**config.mk**
```make
export PLATFORM = sky130hd
export DESIGN_NAME = secure_receiver
export DESIGN_NICKNAME = d
export VERILOG_FILES = /design/src/rtl/secure_pkg.sv /design/src/rtl/hamming74_decode.sv /design/src/rtl/secure_receiver.sv
export SDC_FILE = /design/constraint.sdc
export NUM_CORES = 1
export LEC_CHECK = 0
export ABC_AREA = 1
export CAP_MARGIN = 20
export CORE_MARGIN = 2
export CORE_UTILIZATION = 50
export CTS_CLUSTER_SIZE = 10
export DETAILED_ROUTE_END_ITERATION = 10
export PLACE_DENSITY_LB_ADDON = 0.25
export SLEW_MARGIN = 20
export SYNTH_ARGS = -nofsm -noshare
export SYNTH_HDL_FRONTEND = slang
export SYNTH_HIERARCHICAL = 1
export SYNTH_SLANG_ARGS = --single-unit
```
**constraint.sdc**
```tcl
create_clock -name clk -period 3 [get_ports clk]
set_input_delay 0.6 -clock clk [delete_from_list [all_inputs] [get_ports clk]]
set_output_delay 0.6 -clock clk [all_outputs]
set_load 0.005 [all_outputs]
```
**src/rtl/secure_pkg.sv**
```systemverilog
// Shared constants for the Hamming(7,4) receive path.
package secure_pkg;

    localparam int NPORTS = 4;
    localparam int CW_W   = 7;
    localparam int DW_W   = 6;

    // Codeword bit positions
    localparam int P0 = 0;
    localparam int P1 = 1;
    localparam int D0 = 2;
    localparam int P2 = 3;
    localparam int D1 = 4;
    localparam int D2 = 5;
    localparam int D3 = 6;

    typedef logic [CW_W-1:0] cw_t;

endpackage

```
**src/rtl/hamming74_decode.sv**
```systemverilog
// Combinational Hamming(7,4) single-error-correcting decoder.
module hamming74_decode
    import secure_pkg::*;
(
    input  logic [CW_W-1:0] cw,
    output logic [3:0]      data,
    output logic [2:0]      syndrome,
    output logic            corrected
);

    logic [CW_W-1:0] fixed;

    // Syndrome names the 1-based position of a single flipped bit; flip it back.
    always_comb begin
        syndrome[0] = cw[P0] ^ cw[D0] ^ cw[D1] ^ cw[D3];
        syndrome[1] = cw[P1] ^ cw[D0] ^ cw[D2] ^ cw[D3];
        syndrome[2] = cw[P2] ^ cw[D1] ^ cw[D2] ^ cw[D3];
        fixed = cw;
        for (int i = 0; i < CW_W; i++) begin
            if (syndrome == 3'(i + 1)) fixed[i] = ~cw[i];
        end
        data      = {fixed[D3], fixed[D2], fixed[D1], fixed[D0]};
        corrected = |syndrome;
    end

endmodule

```
**src/rtl/secure_receiver.sv**
```systemverilog
// Four-port Hamming(7,4) receiver: per-port one-entry buffers, round-robin
// merge, single-error correction and a saturating corrected-word counter.
module secure_receiver
    import secure_pkg::*;
#(
    parameter int CNT_W = 8
) (
    input  logic              clk,
    input  logic              rst,
    input  logic [CW_W-1:0]   cw_in0,
    input  logic [CW_W-1:0]   cw_in1,
    input  logic [CW_W-1:0]   cw_in2,
    input  logic [CW_W-1:0]   cw_in3,
    input  logic [NPORTS-1:0] cw_valid,
    output logic [NPORTS-1:0] cw_ready,
    output logic [DW_W-1:0]   d_out,
    output logic              d_valid,
    input  logic              d_ready,
    output logic              d_corrected,
    output logic [CNT_W-1:0]  corr_count
);

    cw_t               cw_in_arr [NPORTS];
    cw_t               cw_buf    [NPORTS];
    logic [NPORTS-1:0] full;
    logic [1:0]        rr_ptr;
    logic [1:0]        gnt_idx;
    logic              gnt_found;
    logic              gnt;
    cw_t               gnt_cw;
    logic [3:0]        dec_data;
    logic [2:0]        dec_syn;
    logic              dec_corr;

    assign cw_in_arr[0] = cw_in0;
    assign cw_in_arr[1] = cw_in1;
    assign cw_in_arr[2] = cw_in2;
    assign cw_in_arr[3] = cw_in3;
    assign cw_ready     = ~full;

    // Round-robin search from rr_ptr; grant only when the output slot frees up.
    always_comb begin
        gnt_idx   = rr_ptr;
        gnt_found = 1'b0;
        for (int k = 0; k < NPORTS; k++) begin
            if (!gnt_found && full[rr_ptr + 2'(k)]) begin
                gnt_found = 1'b1;
                gnt_idx   = rr_ptr + 2'(k);
            end
        end
        gnt    = gnt_found && (!d_valid || d_ready);
        gnt_cw = cw_buf[gnt_idx];
    end

    hamming74_decode u_dec (
        .cw        (gnt_cw),
        .data      (dec_data),
        .syndrome  (dec_syn),
        .corrected (dec_corr)
    );

    // Input buffers: a draining buffer does not capture in the same cycle.
    always_ff @(posedge clk or posedge rst) begin
        if (rst) begin
            full <= '0;
            for (int i = 0; i < NPORTS; i++) cw_buf[i] <= '0;
        end else begin
            for (int i = 0; i < NPORTS; i++) begin
                if (gnt && gnt_idx == 2'(i)) begin
                    full[i] <= 1'b0;
                end else if (cw_valid[i] && !full[i]) begin
                    full[i]   <= 1'b1;
                    cw_buf[i] <= cw_in_arr[i];
                end
            end
        end
    end

    // Priority moves to the port after the winner.
    always_ff @(posedge clk or posedge rst) begin
        if (rst) rr_ptr <= '0;
        else if (gnt) rr_ptr <= gnt_idx + 2'd1;
    end

    // Output register: reload on grant, hold under backpressure.
    always_ff @(posedge clk or posedge rst) begin
        if (rst) begin
            d_valid     <= 1'b0;
            d_out       <= '0;
            d_corrected <= 1'b0;
        end else if (gnt) begin
            d_valid     <= 1'b1;
            d_out       <= {gnt_idx, dec_data};
            d_corrected <= dec_corr;
        end else if (d_ready) begin
            d_valid     <= 1'b0;
        end
    end

    // Saturating count of corrected words loaded into the output register.
    always_ff @(posedge clk or posedge rst) begin
        if (rst) corr_count <= '0;
        else if (gnt && dec_corr && corr_count != {CNT_W{1'b1}})
            corr_count <= corr_count + 1'b1;
    end

endmodule

```
Word-level counts from Yosys, hierarchy flattened
Cells that the tools add are included.
{ "op_classes": {"n_addsub": 5, "n_lt_le_gt_ge": 5, "eq_ne": 8, "muxes": 32, "bitwise_logic": 19, "n_reduce_logical": 34} }
{ "op_table": {"columns": ["op", "count"], "rows": [
  ["2-to-1 mux 1 bit", 22],
  ["binary-select mux 7 bit (select 2 bit)", 1],
  ["logical AND 1 bit", 14],
  ["2-to-1 mux 7 bit", 2],
  ["less-than comparator 2 x 3 -> 1 bit, second input constant", 4],
  ["nonzero test 2 bit", 5],
  ["== test 3 bit, second input constant", 3],
  ["XOR 1 bit", 9],
  ["adder 8 x 1 -> 8 bit, second input constant", 1],
  ["binary-select mux 1 bit (select 2 bit)", 4],
  ["zero test 1 bit", 8],
  ["!= test 8 bit, second input constant", 1],
  ["NOT 1 bit", 8],
  ["AND reduction 2 bit", 4],
  ["2-to-1 mux 2 bit", 3],
  ["adder 2 x 1 -> 2 bit, second input constant", 2],
  ["adder 2 bit, second input constant", 2],
  ["== test 2 bit, second input constant", 2],
  ["NOT 4 bit", 1],
  ["== test 3 x 2 -> 1 bit, second input constant", 1],
  [">= comparator 3 bit, second input constant", 1],
  ["NOT 2 -> 3 bit", 1],
  ["OR reduction 3 bit", 1],
  ["== test 2 x 1 -> 1 bit, second input constant", 1],
  ["2 further kinds", 2]
]} }
{ "totals": {"ff_bits": 50, "input_bits": 35, "out_inout_bits": 20, "word_cells": 116} }

Longest topological paths before layout
Gate-level depths: netlist (run 1).
{ "logic_depth": {"word_depth": 22, "mapped_depth": 27} }

Modules after synthesis
Netlist (run 1), hierarchy kept.
{ "modules_own_cells": {"columns": ["mod", "instances", "cells_each", "area_per_inst_um2"], "rows": [
  ["secure_receiver", 1, 317, 2845.2],
  ["hamming74_decode", 1, 64, 312.8]
]} }

Worst setup path before layout (run 1)
Ideal clock, no wire load.
{ "synth_path": {"path_type": "register -> register", "startpoint": "reg rr_ptr[1]", "endpoint": "reg corr_count[2]", "t_arrival_ns": 2.572, "slack_ns": 0.307, "stages_incl_launch_ff": 26, "path_buffers": 3, "synth_period_minus_slack_ns": 2.693, "path_cell_list": "dfrtp_1 -> buf_4 -> inv_2 -> nand2_1 -> nand2_1 -> nand2_1 -> nand2_4 -> nand4_4 -> nand2_2 -> nand2_4 -> buf_12 -> nand2_2 -> nand2_1 -> nand2_1 -> nand2_1 -> inv_1 -> nand2_1 -> nand2_1 -> nand2_1 -> nand2_4 -> inv_2 -> nand4_1 -> nand3_2 -> buf_6 -> nand2_1 -> o21ai_2"} }
{ "synth_via": {"word_cells_on_any_way": 41} }
{ "synth_lines": {"columns": ["element", "line", "rtl"], "rows": [
  ["start, declared", "secure_receiver.sv:26", "logic [1:0] rr_ptr;"],
  ["start signal, assigned", "secure_receiver.sv:82", "else if (gnt) rr_ptr <= gnt_idx + 2'd1;"],
  ["parallel branches: the longest is 11 deep, another holds adder 2 x 1 -> 2 bit", null, null],
  ["2-to-1 mux 2 bit *", "secure_receiver.sv:46", "if (!gnt_found && full[rr_ptr + 2'(k)]) begin"],
  ["NOT 2 -> 3 bit (not written as such) *", "secure_receiver.sv:52", "gnt_cw = cw_buf[gnt_idx];"],
  ["binary-select mux 7 bit (select 2 bit) *", "secure_receiver.sv:52", null],
  ["2-to-1 mux 7 bit (not written as such) * (2 in series)", "secure_receiver.sv:52", null],
  ["net gnt_cw[5]", "secure_receiver.sv:30", "cw_t gnt_cw;"],
  ["XOR 1 bit * (2 in series)", "hamming74_decode.sv:16", "syndrome[1] = cw[P1] ^ cw[D0] ^ cw[D2] ^ cw[D3];"],
  ["net dec_syn[1]", "secure_receiver.sv:32", "logic [2:0] dec_syn;"],
  ["OR reduction 3 bit *", "hamming74_decode.sv:23", "corrected = |syndrome;"],
  ["net dec_corr", "secure_receiver.sv:33", "logic dec_corr;"],
  ["logical AND 1 bit * (2 in series)", "secure_receiver.sv:103", "else if (gnt && dec_corr && corr_count != {CNT_W{1'b1}})"],
  ["end signal, assigned", "secure_receiver.sv:104", "corr_count <= corr_count + 1'b1;"],
  ["end, declared", "secure_receiver.sv:20", "output logic [CNT_W-1:0] corr_count"]
]} }
Mark *: on every way through the listed nets, which the timed path passes. The select of a mux whose other input is x is not followed.
A chain may end at the register's enable or synchronous reset.

Final worst setup path (run 1)
{ "layout_path": {"startpoint": "reg rr_ptr[0]", "endpoint": "reg corr_count[0]"} }
{ "layout_via": {"elab_chain_len": 22, "word_cells_on_any_way": 41} }
{ "layout_lines": {"columns": ["element", "line", "rtl"], "rows": [
  ["parallel branches: the longest is 11 deep, another holds adder 2 x 1 -> 2 bit", null, null],
  ["2-to-1 mux 2 bit *", "secure_receiver.sv:46", null],
  ["NOT 2 -> 3 bit (not written as such) *", "secure_receiver.sv:52", null],
  ["binary-select mux 7 bit (select 2 bit) *", "secure_receiver.sv:52", null],
  ["2-to-1 mux 7 bit (not written as such) * (2 in series)", "secure_receiver.sv:52", null],
  ["net gnt_cw[3]", "secure_receiver.sv:30", null],
  ["XOR 1 bit * (3 in series)", "hamming74_decode.sv:17", "syndrome[2] = cw[P2] ^ cw[D1] ^ cw[D2] ^ cw[D3];"],
  ["OR reduction 3 bit *", "hamming74_decode.sv:23", null],
  ["net dec_corr", "secure_receiver.sv:33", null],
  ["logical AND 1 bit * (2 in series)", "secure_receiver.sv:103", null]
]} }
Marked as above.

==> impl_metrics.env, run 1 <==
export IMPL_worst_clock_skew_ps=9.53
export IMPL_worstReg2RegStart="rr_ptr[0]$_DFFE_PP0N_"
export IMPL_antenna_found_initial=0
export IMPL_ys_seq_elements=50
export IMPL_outcome="finished, final reports clean"
export IMPL_slowest_stage="dfrtp_2"
export IMPL_max_stage_delay_ps=490
export IMPL_cp_cell_sequence="buf_6 > nand2_4 > nand2_4 > nand2_4 > nand2_4 > nor2_4 > nand4_4 > nand2_8 > buf_6 > nand2_2 > nand2_2 > nand2_1 > nand2_2 > inv_2 > nand2_1 > nand2_2 > nand2_2 > nand2_4 > nand4_1 > buf_6 > nand3_4 > xnor2_2"
export IMPL_cts_buffer_depth=2
export IMPL_vias=2902
export IMPL_worstPathMaxFanout=8
export IMPL_grt_max_degree=34
export IMPL_worst_pin_slew_ps=861
export IMPL_reg2reg_to="corr_count[0]$_DFFE_PP0P_"
export IMPL_drc=0
export IMPL_initial_core_util_pct=52.4
export IMPL_fin_crit_sh_pct=97.0
export IMPL_yosys_mux_area_fraction_pct=9.98
export IMPL_hold_depth=2
export IMPL_cts_tree="built"
export IMPL_worstSetupEndpointType="flip-flop"
export IMPL_fp_dieW_um=83.5
export IMPL_port_buffers=54
export IMPL_async_reset_ff_share_pct=100
export IMPL_post_route_min_period_ps=2910
export IMPL_track_usage_pct=20.4
export IMPL_clock_latency_ps=300
export IMPL_cts_buffers=5
export IMPL_antenna_cells=0
export IMPL_maxClockFrequency_mhz=344
export IMPL_grt_remaining_overflow=0
export IMPL_synth_fa_ha_area_share_pct=0.396
export IMPL_synth_xor_area_share_pct=2.50
export IMPL_fin_setup_tns_ps=0
export IMPL_yosysMostFrequentCell="nand2_1"
export IMPL_min_path_type="reg -> reg"
export IMPL_yosys_area_top_type="dfrtp_1"
export IMPL_cts_sink_count=50
export IMPL_synth_edf_count=0
export IMPL_die_height_um=83.5
export IMPL_first_iter_violations=144
export IMPL_nFillCells=457
export IMPL_wl_um=8120
export IMPL_drive_gt1_share_pct=41.1
export IMPL_syn_nets=417
export IMPL_synth_cell_types=30
export IMPL_syn_inst=381
export IMPL_hpwl_um=5080
export IMPL_final_setup_viol_count=0
export IMPL_path_class="reg -> reg"
export IMPL_synth_top_family_by_area="simple AND/OR/NAND/NOR gates"
export IMPL_critPathLaunch="rr_ptr[0]$_DFFE_PP0N_"
export IMPL_drv_cap=0
export IMPL_cp_endpoint="corr_count[0]$_DFFE_PP0P_"
export IMPL_seq_area_frac_synth_pct=39.6
export IMPL_ys_flop_type="dfrtp_1"
export IMPL_place_gp_congestion=0.863
export IMPL_synth_simple_area_share_pct=37.9
export IMPL_synthTopCellsByArea="dfrtp_1 40%, nand2_1 18%, mux2_2 10%"
export IMPL_synth_compound_area_share_pct=2.81
export IMPL_worstRegToRegCells=22
export IMPL_avgSynthCellArea_um2=8.29
export IMPL_dieArea_um2=6970
export IMPL_detail_route_antenna_nets=0
export IMPL_arrival_ps=3100
export IMPL_yosysWarnings=6
export IMPL_first_pass_iters=4
export IMPL_io_pins=55
export IMPL_synth_commonest_cells="155 x nand2_1, 50 x dfrtp_1, 29 x nand2_2, 28 x mux2_2, 25 x inv_1"
export IMPL_clk_root_buffer_cell="clkbuf_8"
export IMPL_area_delta_synth_final_pct=41.1
export IMPL_yosys_area_top_type_share_pct=39.6
export IMPL_slew_violations=0
export IMPL_start_kind="flip-flop"
export IMPL_cts_clk_slew_worst_paths_ps=90
export IMPL_hold_viol_final=0
export IMPL_slew_headroom_pct=42.5
export IMPL_syn_area_um2=3160
export IMPL_rrSetupSlack_ps=90
export IMPL_wire_per_inst_um=14.8
export IMPL_required_ps=3190
export IMPL_via_per_inst=5.29
export IMPL_rows=28
export IMPL_nNetsFinal=509
export IMPL_cts_max_level=2
export IMPL_first_global_vias=2618
export IMPL_grt_pass1_wl_um=11700
export IMPL_coreArea_um2=6030
cell families after synthesis:
logic type	after synthesis
AND/OR/NAND/NOR	242
adder cells (fa/ha/maj)	1
buffers and inverters	39
flip-flops	50
AO/OA/AOI/OAI	12
XOR/XNOR	9
multiplexers	28
worst max-delay path, delay by kind of cell, from the launching register on:
family	cells	cell delay (ps)
xor gates and xnor gates	1	220
buffers and inverters	4	450
DFF	1	490
and+or+nand+nor	17	1610
stage by stage:
stage | utilization [%] | std cells | cell area (µm²) | setup WS (ps) | hold slack [ps]
after global routing | 73.9 | 549 | 4460 | -68.2 | 512
after detailed placement | 62.4 | 509 | 3760 | -198 | 462
final | 73.9 | 549 | 4460 | 89.2 | 481
after global placement | 62.4 | 509 | 3760 | -74.3 | 460
after CTS | 65.9 | 521 | 3970 | 19.0 | 484
after floorplan | - | 381 | 3160 | 307 | 464
routing by layer:
metal,vias to the layer above,wire length (µm),global-route usage [%]
met5,-,0,0
li1,1399,-,-
met1,1403,3290,25.4
met2,87,4300,36.9
met4,0,146,5.28
met3,13,386,3.17
repair_timing:
| item | in CTS | in global routing |
|---|---|---|
| gates resized for setup | 9 | 77 |
| setup endpoints to repair | 8 | 11 |
| hold buffers | 0 | 0 |
| buffers inserted | 3 | 24 |
| cloned | 1 | 4 |
| pin swaps | 1 | 39 |
registers in the layout (all words and copies together), names as in the netlist:
signal       cells
rr_ptr           2
cw_buf          28
d_valid          1
full             4
corr_count       8
d_corrected      1
d_out            6
area by class of cell:
| class | instances | area [µm²] | area share [%] |
|---|---|---|---|
| Clock buffer | 6 | 82.6 | 1.85 |
| Clock inverter | 2 | 60.1 | 1.35 |
| Inverter | 32 | 145 | 3.26 |
| Multi-Input combinational cell | 295 | 2000 | 44.9 |
| Sequential cell | 50 | 1250 | 28.1 |
| Tap cell | 75 | 93.8 | 2.11 |
| Timing Repair Buffer | 88 | 815 | 18.3 |
| Timing Repair inverter | 1 | 6.26 | 0.140 |
worst min path at each step:
stage | from | end | slack, ps
floorplan | d_corrected$_DFFE_PP0N_ | d_corrected$_DFFE_PP0N_ | 460
global placement | d_out[2]$_DFFE_PP0N_ | d_out[2]$_DFFE_PP0N_ | 460
detailed placement | d_out[2]$_DFFE_PP0N_ | d_out[2]$_DFFE_PP0N_ | 460
CTS | d_out[2]$_DFFE_PP0N_ | d_out[2]$_DFFE_PP0N_ | 480
global route | d_out[0]$_DFFE_PP0N_ | d_out[0]$_DFFE_PP0N_ | 510
finish | d_out[0]$_DFFE_PP0N_ | d_out[0]$_DFFE_PP0N_ | 480
placed cells by master, fill, tap and decap left out, types with 8 or more instances in the layout:
cell type / netlist / layout
nand2_1: 155 / 116
nand2_2: 29 / 54
clkdlybuf4s50_1: 0 / 54
dfrtp_1: 50 / 48
buf_4: 2 / 29
mux2_2: 28 / 28
inv_1: 25 / 19
nand2_4: 8 / 19
nand3_1: 19 / 16
inv_2: 5 / 8
Power of run 1 is left out: the tool's default activity adds up to more than one toggle a clock period on the data nets, which glitch-free logic cannot reach.
==> run 2, diff against run 1 <==
--- a/config.mk
+++ b/config.mk
@@ -12,6 +12,7 @@
 export CTS_CLUSTER_SIZE = 10
 export DETAILED_ROUTE_END_ITERATION = 10
 export PLACE_DENSITY_LB_ADDON = 0.25
+export SETUP_SLACK_MARGIN = 0.4
 export SLEW_MARGIN = 20
 export SYNTH_ARGS = -nofsm -noshare
 export SYNTH_HDL_FRONTEND = slang
==> run 2 against run 1 <==
Compared with the run above: die area unchanged; via count up 3.2%; sequential share of layout area down 1.0 points; cell count up 2.0%; critical path type unchanged; sequential cell count unchanged; utilization up 2.9 points; setup slack worse by 17 ps.
==> impl_metrics.env, run 2 (same netlist as run 1, synthesis figures left out) <==
export IMPL_cp_cell_sequence="buf_6 > nand2_2 > nand2_2 > nand2_2 > nand2_4 > nor2_4 > nand4_1 > buf_4 > nand2_8 > nand2_2 > nand2_2 > nand2_2 > nand2_4 > nand2_1 > nand2_2 > nand2_2 > nand2_4 > inv_2 > nand4_1 > buf_6 > nand3_4 > xnor2_2"
export IMPL_via_per_inst=5.35
export IMPL_port_buffers=54
export IMPL_layout_commonest_cell="nand2_1"
export IMPL_top_register="cw_buf"
export IMPL_slowest_stage="dfrtp_2"
export IMPL_track_usage_pct=24.4
export IMPL_ctsHoldBuffers=0
export IMPL_regArea_um2=1250
export IMPL_worst_pin_slew_ps=687
export IMPL_hold_depth=2
export IMPL_rrSetupSlack_ps=70
export IMPL_worstRegToRegCells=22
export IMPL_hpwl_um=4890
export IMPL_worstSetupEndpointType="flip-flop"
export IMPL_antenna_cells=0
export IMPL_nFillCells=391
export IMPL_path_depth=22
export IMPL_die_height_um=83.5
export IMPL_area_delta_synth_final_pct=46.6
export IMPL_worstPathMaxFanout=8
export IMPL_coreArea_um2=6030
export IMPL_crit_top_cell="nand2_2"
export IMPL_worst_clock_skew_ps=7.56
export IMPL_start_kind="flip-flop"
export IMPL_wire_per_inst_um=15.3
export IMPL_clk_root_buffer_cell="clkbuf_8"
export IMPL_place_gp_congestion=0.849
export IMPL_cp_num_buf_inv=4
export IMPL_hold_viol_final=0
export IMPL_slew_violations=0
export IMPL_top_regs="cw_buf (28), corr_count (8), d_out (6)"
export IMPL_cp_top_family="simple AND/OR/NAND/NOR gates"
export IMPL_min_path_type="reg -> reg"
export IMPL_post_route_min_period_ps=2930
export IMPL_vias=2994
export IMPL_drc=0
export IMPL_cts_buffers=5
export IMPL_io_pins=55
export IMPL_clock_latency_ps=310
export IMPL_cts_sink_count=50
export IMPL_rsz0062_at_grt="yes"
export IMPL_final_setup_viol_count=0
export IMPL_cts_clk_slew_worst_paths_ps=90
export IMPL_fp_dieW_um=83.5
export IMPL_wl_um=8550
export IMPL_rows=28
export IMPL_initial_core_util_pct=52.4
export IMPL_max_stage_delay_ps=470
export IMPL_slew_headroom_pct=54.1
export IMPL_required_ps=3190
export IMPL_cts_max_level=2
export IMPL_first_global_vias=3021
export IMPL_grt_remaining_overflow=0
export IMPL_largest_register_ffs=28
export IMPL_outcome="finished, final reports clean"
export IMPL_drv_cap=0
export IMPL_first_pass_iters=4
export IMPL_grt_pass1_wl_um=14000
export IMPL_maxClockFrequency_mhz=342
export IMPL_detail_route_antenna_nets=0
export IMPL_dieArea_um2=6970
export IMPL_path_class="reg -> reg"
export IMPL_antenna_found_initial=0
export IMPL_cts_buffer_depth=2
export IMPL_first_iter_violations=170
export IMPL_grt_max_degree=51
export IMPL_holdWs_ps=484
export IMPL_fin_crit_sh_pct=97.6
export IMPL_nNetsFinal=520
export IMPL_arrival_ps=3120
export IMPL_multi_input_area_um2=2080
export IMPL_drive_gt1_share_pct=46.6
export IMPL_cts_tree="built"
export IMPL_mostFrequentLayoutCells="97 x nand2_1, 67 x nand2_2, 54 x clkdlybuf4s50_1"
-- run 2: what timing repair did --
action	CTS	global route
setup endpoints to repair	13	13
cloned	5	0
pin swaps	35	47
setup buffers	33	8
resized for setup	50	66
-- run 2: layout make-up --
cell class              count  share of cell area [%]
clock inverters             1                   0.108
repair inverters            1                   0.162
flip-flops and latches     50                    27.1
clock buffers               7                    1.87
inverters                  32                    3.35
well taps                  75                    2.03
repair buffers             99                    20.5
multi-input cells         295                    44.9
-- run 2: per-layer routing --
metal / vias to the layer above / GRT usage (%) / share of wire, %
met5: - / 0 / 0
met4: 0 / 10.1 / 2.9
met3: 23 / 4.06 / 4.1
met2: 94 / 42.7 / 53
met1: 1453 / 29.7 / 40
li1: 1424 / - / -
-- run 2: per-stage QoR --
stage | instances | worst slack (ps) | instance area, µm² | utilization (%) | setup TNS [ps]
floorplan | 381 | 413 | 3180 | - | 0
global placement | 506 | 26.9 | 3770 | 62.5 | 0
detailed placement | 506 | -87.0 | 3770 | 62.5 | -568
CTS | 552 | 236 | 4340 | 72.0 | 0
global route | 560 | -68.4 | 4630 | 76.8 | -425
finish | 560 | 72.1 | 4630 | 76.8 | 0
-- run 2: worst min-delay path: stages (launching register included) --
cell and delay (ps):
dfrtp_1 360, nand2_1 60, nand2_1 50
-- run 2: final timing paths --
kind / startpoint / end
max in group asynchronous: rst / rr_ptr[0]$_DFFE_PP0N_
hold / removal: d_out[0]$_DFFE_PP0N_ / d_out[0]$_DFFE_PP0N_
min in group asynchronous: rst / corr_count[2]$_DFFE_PP0P_
setup / recovery: rr_ptr[0]$_DFFE_PP0N_ / corr_count[0]$_DFFE_PP0P_
hold reg to reg: d_out[0]$_DFFE_PP0N_ / d_out[0]$_DFFE_PP0N_
setup reg to reg: rr_ptr[0]$_DFFE_PP0N_ / corr_count[0]$_DFFE_PP0P_
Power of run 2 is left out for the same reason.
==> patch (flow settings as in run 1) <==
Make the reset (`rst`) synchronous in 4 clocked blocks.
--- a/src/rtl/secure_receiver.sv
+++ b/src/rtl/secure_receiver.sv
@@ -62,3 +62,3 @@
     // Input buffers: a draining buffer does not capture in the same cycle.
-    always_ff @(posedge clk or posedge rst) begin
+    always_ff @(posedge clk) begin
         if (rst) begin
@@ -79,3 +79,3 @@
     // Priority moves to the port after the winner.
-    always_ff @(posedge clk or posedge rst) begin
+    always_ff @(posedge clk) begin
         if (rst) rr_ptr <= '0;
@@ -85,3 +85,3 @@
     // Output register: reload on grant, hold under backpressure.
-    always_ff @(posedge clk or posedge rst) begin
+    always_ff @(posedge clk) begin
         if (rst) begin
@@ -100,3 +100,3 @@
     // Saturating count of corrected words loaded into the output register.
-    always_ff @(posedge clk or posedge rst) begin
+    always_ff @(posedge clk) begin
         if (rst) corr_count <= '0;
Check against the original RTL: differs if rst is asserted again (counterexample within 4 cycles, from zero or initial values and one cycle with rst high); with rst held inactive, the same outputs for 10 cycles.
==> patch against run 1 <==
Cell area shrank 9.2%; sequential cell count stayed put; setup slack improved by 0.048 ns; first-iteration DRC count grew 7.6%; via count down 0.34%; synthesized area down 4.5%; routed wire length down 7.8%; critical endpoint is now corr_count[0]; largest cell class unchanged; highest routed layer unchanged.
Power is left out: the tool's default activity adds up to more than one toggle a clock period on the data nets, which glitch-free logic cannot reach.
==> patch: results <==
yosys:
  async_flop_share: 0
  synth_seq_area_share: 0.4247
  synthDistinctLibCells: 31
  synth_area_leaders: "edfxtp_1, nand2_1, dfxtp_1, inv_1, nor2_1"
  synth_nets: 451
  yosys_most_used_dff: "edfxtp_1"
  ys_warn_count: 6
  synth_edf_count: 28
  synthTopCellsByCount: "nand2_1, inv_1, nor2_1, nand3_1, edfxtp_1"
setup_path:
  r2r-start: "rr_ptr[0]"
  path_max_fanout: 6
  critical_path.slowest_cell: "dfxtp_4"
  rr_endpoint: "corr_count[0]"
  regToRegSetupSlack_ns: 0.14
  cp.arrival_ns: 3.07
  max_stage_delay_ns: 0.42
  critical_path.top_delay_family: "simple AND/OR/NAND/NOR gates"
  rr_worst_depth: 21
min_path:
  whs_path_depth: 2
  hold_start: "d_out[5]"
  hold_path_end: "d_out[5]"
  min_path_type: "reg2reg"
grt:
  antenna_found_initial: 0
  grt_pass1_vias: 2581
  grt_pass1_wl_mm: 11.64
  grt_max_degree: 18
  grt.total_usage: 0.2229
route:
  wl_mm: 7.487
  via_count: 2892
  first_pass_iters: 4
  drt_iter0_markers: 155
clock_tree:
  ctsHtreeMaxLevel: 2
  clock_tree.buffer_depth: 2
  clkTransAtPathRegs_ns: 0.09
  cts-buffers-inserted: 5
  root_buffer: "clkbuf_8"
  clock_latency_ns: 0.31
final_layout:
  biggestRegsByFlops: "cw_buf: 28 flops, corr_count: 8 flops, d_out: 6 flops"
  layout.nets: 522
  antennaDiodeCount: 0
  drive_above_1_share: 0.2156
  fill_cells: 488
sta:
  worst_slew_pin_slew_ns: 0.9124
  skew_ns: 0.004201
placement:
  dpl.hpwl_mm: 5.348
  dpl_worst_slack_ns: -0.1286
  gp_congestion: 0.8678
  io_buffers: 54
  place_area_sq_mm: 0.003625
outcome:
  status: "completed"
-- patch: cell count changes in the layout (fill, tap and decap cells not counted), sizes merged, moves of 12 or more --
cell and delta:
a21oi +12, buf -15, dfrtp -50, dfxtp +22
edfxtp +28, inv +30, mux2 -28, nand2 -36
nor2 +38
-- patch: worst max-delay path by stage --
stage / from / to / slack [ns] / depth (start not counted)
6_report: rr_ptr[0] / corr_count[0] / 0.14 / 21
5_1_grt: rr_ptr[0] / corr_count[0] / -0.05 / 22
4_1_cts: rr_ptr[0] / corr_count[7] / 0.006 / 26
3_5_place_dp: rr_ptr[1] / corr_count[7] / -0.13 / 24
3_3_place_gp: rr_ptr[0] / corr_count[0] / -0.03 / 21
2_1_floorplan: rr_ptr[0] / corr_count[1] / 0.21 / 24
-- patch: worst register-to-register path: cells and delay by family (launching register included) --
family        cells  cell delay (ns)
flops             1             0.42
buf+inv           5             0.55
xor+xnor          1             0.16
simple gates     15             1.64
-- patch: what timing repair did --
action,in CTS,in global routing
resized for setup,6,59
gates cloned,1,0
setup endpoints to repair,8,13
buffers inserted,3,9
pin swaps,2,23
-- patch: through the flow --
stage	util	cells	hold WS, ns
2_1_floorplan	-	415	0.4600
3_3_place_gp	0.6159	541	0.4541
3_5_place_dp	0.6159	541	0.4556
4_1_cts	0.6439	553	0.4701
5_1_grt	0.6877	562	0.4970
6_report	0.6877	562	0.4665
-- patch: routing by layer --
metal  track usage  vias up  wire (um)
li1              -     1451          -
met1        0.2949     1333       3181
met2        0.3795       96       3747
met3       0.03626       12        456
met4       0.05833        0        102
met5             0        -          0
-- patch: cell families (layout without fill, tap and decap cells) --
kind of cell	count (synthesis)	in the layout	share of synthesized area
xor gates and xnor gates	8	8	0.02323
AOI/OAI and AO/OA	28	28	0.05392
DFF	50	50	0.4247
adders and majority gates	1	1	0.004147
buffers and inverters	71	142	0.1029
and+or+nand+nor	257	258	0.3911
-- patch: layout make-up --
class / count / area share
well taps: 75 / 0.02318
inverters: 61 / 0.06461
flip-flops and latches: 50 / 0.3184
multi-input cells: 295 / 0.3886
repair buffers: 73 / 0.1774
clock inverters: 3 / 0.01082
clock buffers: 5 / 0.01700
